===== src/rtl/matmul_sequencer.sv =====
// Sequencer for an external 8x8 weight-stationary systolic array: loads eight
// weight rows, streams A rows with result backpressure, then drains results.
module matmul_sequencer #(
    parameter int unsigned LATENCY  = 10,
    parameter int unsigned MAX_ROWS = 255
) (
    input  logic         clk,
    input  logic         rst_n,
    input  logic         start,
    input  logic [7:0]   n_rows,
    output logic         busy,
    output logic         done,
    input  logic         w_valid,
    output logic         w_ready,
    input  logic [63:0]  w_data,
    input  logic         a_valid,
    output logic         a_ready,
    input  logic [63:0]  a_data,
    output logic         r_valid,
    input  logic         r_ready,
    output logic [159:0] r_data,
    output logic         arr_load,
    output logic         arr_load_w,
    output logic [63:0]  arr_a,
    output logic [63:0]  arr_b,
    output logic [159:0] arr_c,
    input  logic [159:0] arr_out
);

    typedef enum logic [2:0] {IDLE, LOAD_W, STREAM, DRAIN, DONE} state_t;

    state_t      state;
    logic [7:0]  rows_q;
    logic [2:0]  w_cnt;
    logic [7:0]  in_cnt;
    logic [7:0]  out_cnt;
    logic [8:0]  adv_cnt;

    logic        advance_ok;
    logic        w_fire;
    logic        a_fire;
    logic        r_fire;
    logic        qualify;

    always_comb begin
        advance_ok = !r_valid || r_ready;
        w_ready    = (state == LOAD_W);
        w_fire     = w_ready && w_valid;
        arr_load_w = w_fire;
        arr_b      = w_fire ? w_data : '0;
        a_ready    = (state == STREAM) && advance_ok;
        a_fire     = a_ready && a_valid;
        arr_a      = a_fire ? a_data : '0;
        arr_load   = a_fire || ((state == DRAIN) && advance_ok);
        arr_c      = '0;
        r_data     = arr_out;
        r_fire     = r_valid && r_ready;
        // Advance k puts row k-(LATENCY-1) on arr_out once the edge completes.
        qualify    = arr_load
                     && (32'(adv_cnt) >= LATENCY - 32'd1)
                     && (32'(adv_cnt) <= LATENCY + 32'(rows_q) - 32'd2);
    end

    always_ff @(posedge clk or negedge rst_n) begin
        if (!rst_n) begin
            state   <= IDLE;
            rows_q  <= '0;
            w_cnt   <= '0;
            in_cnt  <= '0;
            out_cnt <= '0;
            adv_cnt <= '0;
            r_valid <= 1'b0;
            busy    <= 1'b0;
            done    <= 1'b0;
        end else begin
            done <= 1'b0;

            if (qualify)
                r_valid <= 1'b1;
            else if (r_fire)
                r_valid <= 1'b0;

            if (r_fire)
                out_cnt <= out_cnt + 8'd1;

            if (arr_load && (adv_cnt != '1))
                adv_cnt <= adv_cnt + 9'd1;

            case (state)
                IDLE: begin
                    if (start && (32'(n_rows) <= MAX_ROWS)) begin
                        rows_q  <= n_rows;
                        w_cnt   <= '0;
                        in_cnt  <= '0;
                        out_cnt <= '0;
                        adv_cnt <= '0;
                        r_valid <= 1'b0;
                        busy    <= 1'b1;
                        state   <= LOAD_W;
                    end
                end
                LOAD_W: begin
                    if (w_fire) begin
                        w_cnt <= w_cnt + 3'd1;
                        if (w_cnt == 3'd7) begin
                            if (rows_q != '0) begin
                                state <= STREAM;
                            end else begin
                                state <= DONE;
                                done  <= 1'b1;
                            end
                        end
                    end
                end
                STREAM: begin
                    if (a_fire) begin
                        in_cnt <= in_cnt + 8'd1;
                        if (in_cnt == rows_q - 8'd1)
                            state <= DRAIN;
                    end
                end
                DRAIN: begin
                    if (r_fire && (out_cnt == rows_q - 8'd1)) begin
                        state <= DONE;
                        done  <= 1'b1;
                    end
                end
                DONE: begin
                    busy  <= 1'b0;
                    state <= IDLE;
                end
                default: state <= IDLE;
            endcase
        end
    end

endmodule

===== config.mk =====
export PLATFORM = sky130hd
export DESIGN_NAME = matmul_sequencer
export DESIGN_NICKNAME = d
export VERILOG_FILES = /design/src/rtl/matmul_sequencer.sv
export SDC_FILE = /design/constraint.sdc
export NUM_CORES = 1
export LEC_CHECK = 0
export ABC_CLOCK_PERIOD_IN_PS = 3350
export CAP_MARGIN = 20
export CORE_AREA = 2 2 290 292
export CTS_CLUSTER_SIZE = 28
export DETAILED_ROUTE_END_ITERATION = 12
export DIE_AREA = 0 0 292 294
export PLACE_DENSITY = 0.39
export REMOVE_ABC_BUFFERS = 1
export SYNTH_ARGS = -nofsm -noshare
export SYNTH_HDL_FRONTEND = slang
export SYNTH_SLANG_ARGS = --single-unit

===== constraint.sdc =====
create_clock -name clk -period 3.35 [get_ports clk]
set_input_delay 0.5025 -clock clk [delete_from_list [all_inputs] [get_ports clk]]
set_output_delay 0.5025 -clock clk [all_outputs]
set_load 0.005 [all_outputs]

# Word-level counts from Yosys, hierarchy flattened
# Index checks and enable logic that the tools add are counted.
[word_totals]
in_bits = 302
out_inout_bits = 455
reg_bits = 42
[op_classes]
reduce_logical = 22
eq_ne = 14
order_cmp = 2
n_addsub = 7
muxes = 33
[ops]
columns = ["operator", "n"]
rows = [
  ["64-bit 2-to-1 mux", 2],
  ["8-bit 2-to-1 mux", 5],
  ["9-bit by 32-bit <= comparator with 1-bit output", 1],
  ["3-bit 2-to-1 mux", 9],
  ["9-bit 2-to-1 mux", 3],
  ["8-bit by 1-bit adder with 8-bit output (second input constant)", 2],
  ["8-bit == test", 2],
  ["8-bit case mux with 2 select lines", 1],
  ["3-bit case mux with 4 select lines", 1],
  ["9-bit by 2-bit subtractor with 10-bit output (second input constant)", 1],
  ["4-bit by 8-bit adder with 9-bit output (first input constant)", 1],
  ["9-bit by 1-bit adder with 9-bit output (second input constant)", 1],
  ["9-bit by 4-bit >= comparator with 1-bit output (second input constant)", 1],
  ["1-bit logical AND", 9],
  ["1-bit 2-to-1 mux", 9],
  ["9-bit inequality test (second input constant)", 1],
  ["2-bit by 1-bit inequality test with 1-bit output (second input constant)", 4],
  ["8-bit nonzero test", 1],
  ["8-bit by 1-bit subtractor with 8-bit output (second input constant)", 1],
  ["3-bit by 2-bit == test with 1-bit output (second input constant)", 2],
  ["3-bit == test (second input constant)", 2],
  ["3-bit case mux with 2 select lines", 1],
  ["3-bit AND reduction", 2],
  ["6-bit AND reduction", 1],
  ["other kinds (9)", 15],
]

# Logic depth before layout (Yosys ltp)
[depth]
word_depth = 10
ltp_mapped = 11
ltp_nobuf = 10

# Worst setup path before layout
# Ideal clock, no wire load.
[synth_path]
kind = "register to register"
from = "reg adv_cnt[0]"
to = "reg adv_cnt[5]"
setup_slack_ps = 1011
period_less_slack_ps = 2339
arrival_ps = 2261
path_stages_with_launch = 10
path_cell_list = "dfrtp_1 ha_1 nand2_1 nor2_1 and3_1 ha_1 nor4_4 nand4_4 or3_1 a21oi_1"
[synth_between]
elab_chain_cells = 5
word_cells_on_any_way = 6
cone_classes = "add/sub (1); eq/ne (1); mux (3); reduce/logical (1)"
[synth_lines]
columns = ["item", "line_no", "rtl"]
rows = [
  ["from (decl)", "37", "logic [8:0] adv_cnt;"],
  ["from (signal assigned)", "87", "adv_cnt <= adv_cnt + 9'd1;"],
  ["parallel branches: the longest is 2 deep, another holds 9-bit by 1-bit adder with 9-bit output", "-", ""],
  ["9-bit 2-to-1 mux *", "86", "if (arr_load && (adv_cnt != '1))"],
  ["9-bit 2-to-1 mux", "91", "if (start && (32'(n_rows) <= MAX_ROWS)) begin"],
  ["9-bit 2-to-1 mux *", "89", "case (state)"],
]
# Every way passes the cells marked *.
# A chain may end at the register's enable or synchronous reset.

# Worst setup path in the final report
[layout_path]
from = "in r_ready"
to = "out arr_a[28]"
[layout_between]
elab_chain_cells = 4
[layout_lines]
columns = ["item", "line_no", "rtl"]
rows = [
  ["from (decl)", "20", "input logic r_ready,"],
  ["1-bit logical OR", "46", "advance_ok = !r_valid || r_ready;"],
  ["1-bit logical AND", "51", "a_ready = (state == STREAM) && advance_ok;"],
  ["1-bit logical AND", "52", "a_fire = a_ready && a_valid;"],
  ["64-bit 2-to-1 mux", "53", "arr_a = a_fire ? a_data : '0;"],
  ["to (decl)", "24", "output logic [63:0] arr_a,"],
]
# Every way passes these cells.

==> summary.md <==
| Metric | Value |
|---|---|
| Status | finished clean |
| Register area share after synthesis | 17.4% |
| Ys async rst share | 100% |
| YS warnings | 0 |
| Final setup viols | 0 |
| Most frequent CP cell | clkdlybuf4s50_1 |
| Distinct cells, synth | 53 |
| FF+latch count, synth | 42 |
| Slowest-stage cell, CP | clkdlybuf4s50_1 |
| CTS Buf Count | 5 |
| Final Util | 10.2% |
| Post-DP HPWL | 51600 um |
| Max frequency | 323 MHz |
| Setup TNS | 0 ns |
| Largest net degree at the start of global routing | 72 |
| Post-route insts no fill | 1932 |
| Routed len/inst | 28.8 um |
| Required @ worst endpoint | 2.85 ns |
| Max-slew violations | 0 |
| Mapped Cells | 754 |
| Final min period | 3.09 ns |
| Endpoints failing hold | 0 |
| Ant diodes | 0 |
| Clk root buf | clkbuf_16 |
| Site Rows | 106 |
| Total Power | 3.33 mW |
| Worst reg2reg path depth | 9 |
| Crit. End Element | output port |
| Crit path max fanout | 71 |
| Worst EP arrival | 2.59 ns |
| Final ANT Viol Nets | 0 |
| Final nets | 1172 |
| Lkg Pwr | 3.51 nW |
| Clock sinks | 42 |
| DR vias | 4926 |
| Max VDD drop | 0.000205 V |
| CTS tree | built |
| Post-Syn Area | 6050 sq um |
| Crit Path Class | in2out |
| Fin crit share | 92.3% |
| Ratio of cells with drive above 1 in the final layout | 3.87% |
| GPL Wtd Cong | 0.957 |
| Main synth FF type | dfrtp_1 |
| Most common cell after layout, fill and taps aside | clkdlybuf4s50_1 |
| First-pass GRT wire length | 64600 um |
| Crit path cell chain | clkdlybuf4s50_1 > nor2b_1 > nor4b_4 > buf_12 > and2_1 > clkdlybuf4s50_1 |
| Type of origin of the critical path | primary input |
| Post-cts resize count | 0 |
| CTS Hold Bufs | 0 |
| Measured slew at the worst slew-check pin | 0.624 ns |
| DRC | 0 |
| Critical Path Stages | 6 |
| Clk_lat worst skew | 0.31 ns |
| Antenna violations before repair | 0 |
| Ports | 757 |
| H-tree Lvls | 2 |
| Worst-path clk slew | 0.07 ns |
| Unrepaired setup endpoints after global routing | no |
| Clock Path Buffers | 2 |
| Core area | 82900 sq um |
| Final Cell Area | 8480 sq um |
| Mean area per synthesized cell | 8.02 sq um |
| Gr usage total | 12.2% |
| CP delay by family, top | buffers and inverters |
| PortBufs | 276 |
| FILL cells | 9567 |
| Postcts setup bufs | 0 |
| Most frequent cells in the layout | clkdlybuf4s50_1, conb_1, and3_1, and2_1, dfrtp_1 |
| DIE AREA | 85800 sq um |
| Placed Instances | 1923 |
| Height of the die | 294 um |
| First drt pass iteration count | 4 |
| WL final | 55700 um |
| Hold crit path type | in2async |
| Relative slew slack | 58.0% |
| Initial core utilization | 7.30% |
| Chip width | 292 um |
| Area of the multi-input gates | 3020 sq um |
| MaxCap Viol Count | 0 |
| FF-to-FF setup slack | 0.76 ns |
| Remaining global-route overflow | 0 |
| Worst R2R End | r_valid |
| PwrDens | 393 nW/um^2 |
| Post-synth EDFFs | 0 |
| Clk_skew | 0.0117 ns |
| Via density | 2.55 |
| Vias in the first global route | 4439 |
| 1st-iter DRT viols | 273 |
| Buf+Inv Stages, Crit Path | 3 |
| Reg area | 1050 sq um |
| Placed cell area | 8310 sq um |
| Slowest stage delay, CP | 0.57 ns |
| Reg2Reg Launch Point | rows_q[3] |
| Layout area overhead | 40.1% |
-- cell type report --
cell class | count | share of cell area, %
Multi-Input combinational cell | 506 | 35.6
Timing Repair Buffer | 286 | 33.8
Tap cell | 1080 | 15.9
Sequential cell | 42 | 12.4
Clock buffer | 5 | 1.48
Inverter | 10 | 0.443
Clock inverter | 3 | 0.339
-- routing by layer --
layer	part of all wire [%]	track usage, %	up-vias	wire length, um
met5	1.5	6.86	-	828
met4	2.0	2.43	8	1120
met3	37	22.1	30	20500
met2	41	17.6	598	23000
met1	18	6.08	2128	10200
li1	-	-	2162	-
-- worst max path at each step --
stage / startpoint / endpoint / slack, ns
floorplan: state[0] / w_cnt[0] / -0.69
global placement: r_ready / arr_a[19] / 0.26
detailed placement: r_ready / arr_a[34] / 0.25
CTS: r_ready / arr_a[34] / 0.23
global route: r_ready / arr_a[34] / 0.16
finish: r_ready / arr_a[28] / 0.26
-- registers in the layout, summed over array words and instances, names as in the netlist --
register and cells:
w_cnt 3, out_cnt 8, busy 1, rows_q 8
adv_cnt 9, in_cnt 8, state 3, r_valid 1
done 1
-- power by group --
part / internal (mW) / switching, mW / total (mW)
registers: 0.599 / 0.207 / 0.806
clock network: 0.286 / 0.249 / 0.535
logic: 1.08 / 0.909 / 1.99
total: 1.96 / 1.37 / 3.33
-- synth_stat cells, types with 10 or more instances --
library cell	number	area share (%)
and2_1	66	6.8
and3_1	69	7.1
buf_4	320	40
clkbuf_1	28	1.7
dfrtp_1	42	17
ha_1	19	3.9
inv_1	10	0.62
nand2_1	23	1.4
nand3_1	10	0.83
nor2_1	34	2.1
o21ai_0	10	0.83
xnor2_1	15	2.2
xor2_1	24	3.5
-- per-stage QoR --
step	setup WS, ns	hold WS, ns
after floorplan	-0.689	0.207
after global placement	0.263	0.487
after detailed placement	0.253	0.509
after CTS	0.234	0.418
after global routing	0.164	0.0353
final	0.257	0.0297
-- kinds of logic (layout without fill, tap and decap cells) --
family | after synthesis | in the layout | share of synthesized area (%)
buf+inv | 365 | 304 | 42.7
simple gates | 238 | 238 | 23.5
xor+xnor | 42 | 42 | 6.76
flops | 42 | 42 | 17.4
compound gates | 39 | 39 | 4.28
fa+ha+maj | 19 | 19 | 3.93
mux | 8 | 8 | 1.43
other cells | 1 | 160 | 0.0620
(Power assumes the default switching activity.)
